<file path="src/rtl/interrupt_acceptor.sv">
// rtl/interrupt_acceptor.sv - CPU-side interrupt acceptor running the MSP430 interrupt entry sequence
module interrupt_acceptor #(
    parameter logic [15:0] IVT_BASE  = 16'hFF80,
    parameter logic [5:0]  NMI_MIN   = 6'd61,
    parameter logic [5:0]  RESET_IDX = 6'd63
) (
    input  logic        MCLK,
    input  logic        RSTn,
    input  logic        req,
    input  logic [5:0]  IntAddr,
    input  logic        GIE,
    input  logic        instrBoundary,
    input  logic [15:0] PC,
    input  logic [15:0] SR,
    input  logic [15:0] SP,
    input  logic [15:0] memRdData,
    output logic        busy,
    output logic [15:0] memAddr,
    output logic [15:0] memWrData,
    output logic        memWrite,
    output logic        memRead,
    output logic [15:0] SPout,
    output logic        SPwrite,
    output logic [15:0] PCout,
    output logic        PCwrite,
    output logic [15:0] SRout,
    output logic        SRwrite,
    output logic        INTACK,
    output logic [5:0]  IntAddrAck
);

    typedef enum logic [2:0] {
        S_IDLE      = 3'd0,
        S_PUSH_PC   = 3'd1,
        S_PUSH_SR   = 3'd2,
        S_FETCH_VEC = 3'd3,
        S_LOAD_PC   = 3'd4,
        S_ACK       = 3'd5
    } state_t;

    state_t      state_q, state_d;
    logic [5:0]  vec_idx_q, vec_idx_d;
    logic        holdoff_q, holdoff_d;
    logic        accept;
    logic [15:0] sp_dec;

    assign sp_dec = SP - 16'd2;
    assign accept = req && instrBoundary && !holdoff_q && (GIE || (IntAddr >= NMI_MIN));

    always_ff @(posedge MCLK or negedge RSTn) begin
        if (!RSTn) begin
            state_q   <= S_IDLE;
            vec_idx_q <= 6'd0;
            holdoff_q <= 1'b0;
        end else begin
            state_q   <= state_d;
            vec_idx_q <= vec_idx_d;
            holdoff_q <= holdoff_d;
        end
    end

    always_comb begin
        state_d   = state_q;
        vec_idx_d = vec_idx_q;
        holdoff_d = holdoff_q;
        case (state_q)
            S_IDLE: begin
                // holdoff lasts exactly one IDLE cycle so a request dropped on the ACK edge is not re-taken
                holdoff_d = 1'b0;
                if (accept) begin
                    vec_idx_d = IntAddr;
                    state_d   = (IntAddr == RESET_IDX) ? S_FETCH_VEC : S_PUSH_PC;
                end
            end
            S_PUSH_PC:   state_d = S_PUSH_SR;
            S_PUSH_SR:   state_d = S_FETCH_VEC;
            S_FETCH_VEC: state_d = S_LOAD_PC;
            S_LOAD_PC:   state_d = S_ACK;
            S_ACK: begin
                holdoff_d = 1'b1;
                state_d   = S_IDLE;
            end
            default:     state_d = S_IDLE;
        endcase
    end

    always_comb begin
        busy       = (state_q != S_IDLE);
        memAddr    = 16'h0000;
        memWrData  = 16'h0000;
        memWrite   = 1'b0;
        memRead    = 1'b0;
        SPout      = 16'h0000;
        SPwrite    = 1'b0;
        PCout      = 16'h0000;
        PCwrite    = 1'b0;
        SRout      = 16'h0000;
        SRwrite    = 1'b0;
        INTACK     = 1'b0;
        IntAddrAck = 6'd0;
        case (state_q)
            S_PUSH_PC: begin
                memAddr   = sp_dec;
                memWrData = PC;
                memWrite  = 1'b1;
                SPout     = sp_dec;
                SPwrite   = 1'b1;
            end
            // the core has already taken the first SP decrement, so SP here is post-PC-push
            S_PUSH_SR: begin
                memAddr   = sp_dec;
                memWrData = SR;
                memWrite  = 1'b1;
                SPout     = sp_dec;
                SPwrite   = 1'b1;
            end
            S_FETCH_VEC: begin
                memAddr = IVT_BASE + {9'd0, vec_idx_q, 1'b0};
                memRead = 1'b1;
            end
            S_LOAD_PC: begin
                PCout   = memRdData;
                PCwrite = 1'b1;
                SRout   = (vec_idx_q == RESET_IDX) ? 16'h0000 : (SR & 16'h0040);
                SRwrite = 1'b1;
            end
            S_ACK: begin
                INTACK     = 1'b1;
                IntAddrAck = vec_idx_q;
            end
            default: ;
        endcase
    end

endmodule
</file>
<file path="config.mk">
export PLATFORM = sky130hd
export DESIGN_NAME = interrupt_acceptor
export DESIGN_NICKNAME = d
export VERILOG_FILES = /design/src/rtl/interrupt_acceptor.sv
export SDC_FILE = /design/constraint.sdc
export NUM_CORES = 1
export LEC_CHECK = 0
export CAP_MARGIN = 0
export CORE_ASPECT_RATIO = 0.9
export CORE_MARGIN = 4
export CORE_UTILIZATION = 25
export CTS_CLUSTER_SIZE = 30
export DETAILED_ROUTE_END_ITERATION = 10
export PLACE_DENSITY_LB_ADDON = 0.2
export SLEW_MARGIN = 20
export SYNTH_ARGS = -nofsm -noshare
export SYNTH_HDL_FRONTEND = slang
export SYNTH_SLANG_ARGS = --single-unit
</file>
<file path="constraint.sdc">
create_clock -name MCLK -period 1.7 [get_ports MCLK]
set_input_delay 0.255 -clock MCLK [delete_from_list [all_inputs] [get_ports MCLK]]
set_output_delay 0.255 -clock MCLK [all_outputs]
set_load 0.05 [all_outputs]
</file>
==> out/qor.yml <==
async_reset_ff_frac: 1.000
slew_violations: 0
grt_antenna_before_repair: 0
critical_path_peak_fanout: 3
drt-pass1-iter-count: 4
timing_hold_violations_final: 0
detail_route.iter0.violations: 129
total_of_fill_cells_in_the_finished_design: 93
worstSetupStartpoint: "SP[2]"
min_period_over_period: 1.320
pwr-share-comb: 0.920
post-route-drc-count: 0
synth-warning-count: 0
core_region_area_um2: 5660
yosysSeqAreaShare: 0.1720
detail-route-antenna-nets: 0
areaGrowthSynthToFinish_pct: 277.0
die_area_um2: 7107
clock_tree.htree_level_count: 1
initial_utilization: 0.2571
violations: "setup timing"
cellLeakagePower_uw: 0.002283
grt_setup_unrepaired: "true"
pin_count: 168
critPathRequiredTime_ns: 1.44
first_pass_grt_wire_length_um: 15750
ff2ff_setup_slack_ns: 0.01
tritoncts_clock_tree: "yes"
placed_cells: 447
whs_ns: 0.3691
finalNonFillerCells: 493
cts_root_buf: "clkbuf_8"
post-layout-total-power_uw: 10920
hold_buffers: 0
power.share.switching: 0.5113
number_of_flops_mapped_to_enable_cells_by_yosys: 0
ir_drop_mv: 1.594
setup_viol: 77
reg2reg_to: "vec_idx_q[5]$_DFFE_PN0P_"
rr_worst_depth: 4
yosys.area.top_type_share: 0.1720
grt_overflow_total: 0
syn_inst: 195
synth_area_leader_cell: "dfrtp_1"
first_global_vias: 2768
grt_max_degree: 17
std_cell_rows: 26
layout-drive-gt1-share: 0.7470
chipHeight_um: 80.38
power.share.clock: 0.028
die_width_um: 88.42
clk_transition_reported_paths_ns: 0.06
viasPerCell: 5.456
crit-reg2reg-launch: "state_q[2]$_DFFE_PN0P_"
finClkSkew_ns: 0.004871
post_synth_num_cell_types: 40
cp.arrival_ns: 1.99
placement.setup.worst_slack_ns: -0.9152
netlist_top_cells_area: "dfrtp_1, buf_4, a22oi_1"
area_of_the_mapped_netlist_um2: 1455
clkLatencyLatePin_ns: 0.24
number_of_antenna_repair_diodes: 0
worst_slew_margin_rel: 0.6403
detailroute.via_count: 2690
synthFlopType: "dfrtp_1"
p_switching_uw: 5581
synth_common_cells: "nor2_1, and2_1, buf_4"
global_route.usage.total: 0.2925
detail_route.wirelength_um: 13610
synthMostInstantiatedCell: "nor2_1"
tritoncts_num_sinks: 10
timing.final.crit_period_ns: 2.243
ys_seq_elements: 10
max_slew.worst_pin.slew_ns: 0.5379
timing_worst_setup_path_type: "in2out"
power.internal_uw: 5335
min_path_type: "in2async"
place.detailed.hpwl_um: 6406
place_congestion: 0.7980
outcome: "finished with violations"
max-cap-violations: 0
cts.path.max_buffers: 2
cts_inserted_buffers: 3
seqPwrFrac: 0.052
avgSynthCellArea_um2: 7.462
num-nets-final: 500
highest_clock_frequency_the_design_can_meet_mhz: 445.8
power_density_nw_per_um2: 1990
setup_crit_end_kind: "output pin"
port-buffer-count: 152
routed_wire_length_per_instance_um: 27.61
post_route_setup_slack_ns: -0.5434
crit_path_start_kind: "primary input"
## logic make-up (layout without fill, tap and decap cells)
kind of cell / Yosys count / count (layout) / share of synthesized area
multiplexers: 6 / 6 / 0.04643
AO/OA/AOI/OAI: 42 / 42 / 0.2021
adder cells (fa/ha/maj): 1 / 1 / 0.008597
buffers and inverters: 39 / 253 / 0.1513
flip-flops: 10 / 10 / 0.1720
AND/OR/NAND/NOR: 85 / 85 / 0.3508
XOR/XNOR: 11 / 11 / 0.06621
other: 1 / 15 / 0.002577
## power by group through the flow
stage	clock network (uW)	registers, uW	logic [uW]
2_1_floorplan	0	448	4490
3_3_place_gp	0	492	8260
6_report	307	570	10000
3_5_place_dp	0	500	8380
4_1_cts	296	528	9200
5_1_grt	313	579	10300
## area by class of cell
| cell class | instances | area, um^2 | area share |
|---|---|---|---|
| multi-input combinational | 160 | 1821 | 0.3318 |
| timing repair buffer | 244 | 3222 | 0.5872 |
| sequential | 10 | 254.0 | 0.04629 |
| tap | 70 | 87.58 | 0.01596 |
| clock buffer | 4 | 55.05 | 0.01003 |
| inverter | 5 | 47.55 | 0.008666 |
## flip-flops by register name, summed over array words and instances, names as in the netlist
register	flops
holdoff_q	1
vec_idx_q	6
state_q	3
## through the flow
stage / area (um^2) / setup TNS, ns / utilization
CTS: 5240 / -16.95 / 0.9257
global route: 5487 / -22.77 / 0.9693
finish: 5487 / -20.57 / 0.9693
global placement: 4584 / -20.01 / 0.8099
detailed placement: 4584 / -21.28 / 0.8099
floorplan: 2042 / -10.44 / -
## how the worst max path moves through the flow
stage	endpoint	cells past startpoint
2_1_floorplan	memAddr[0]	7
3_3_place_gp	SPout[12]	7
3_5_place_dp	memAddr[12]	7
4_1_cts	memAddr[9]	10
5_1_grt	memAddr[7]	11
6_report	memAddr[7]	11
## repair_timing
action	in CTS	in global routing
buffers inserted	17	23
gates cloned	5	2
gates resized for setup	136	29
pin swaps	61	33
setup endpoints to repair	83	83
## routing by layer
| layer | global-route usage | vias to the layer above | part of all wire |
|---|---|---|---|
| met5 | 0 | - | 0 |
| met4 | 0.1390 | 0 | 0.064 |
| met3 | 0.04205 | 68 | 0.068 |
| met2 | 0.5867 | 195 | 0.55 |
| met1 | 0.2849 | 1318 | 0.31 |
| li1 | - | 1109 | - |
## layout by cell type, fill, tap and decap left out, drive strengths merged, types with 2 or more instances in the layout
cell / synthesis / final
a211oi: 2 / 2
a21o: 5 / 5
a21oi: 2 / 2
a22oi: 16 / 16
and2: 18 / 18
and3: 6 / 6
buf: 23 / 173
clkbuf: 11 / 9
clkdlybuf4s50: 0 / 61
conb: 1 / 15
dfrtp: 10 / 10
dlygate4sd2: 0 / 4
inv: 4 / 4
mux2: 6 / 6
nand2: 3 / 3
nor2: 32 / 32
nor2b: 2 / 2
nor3: 5 / 5
nor4: 7 / 7
o21ai: 10 / 10
o31ai: 2 / 2
or2: 3 / 3
or4: 3 / 3
xnor2: 11 / 11
## critical path: stages
cell,delay [ns]
buf_6,0.11
inv_6,0.05
ha_4,0.12
or4b_4,0.48
buf_4,0.17
buf_6,0.11
buf_4,0.13
nor2_4,0.14
xnor2_4,0.10
o21ai_4,0.16
buf_12,0.15
(Power assumes the default switching activity.)
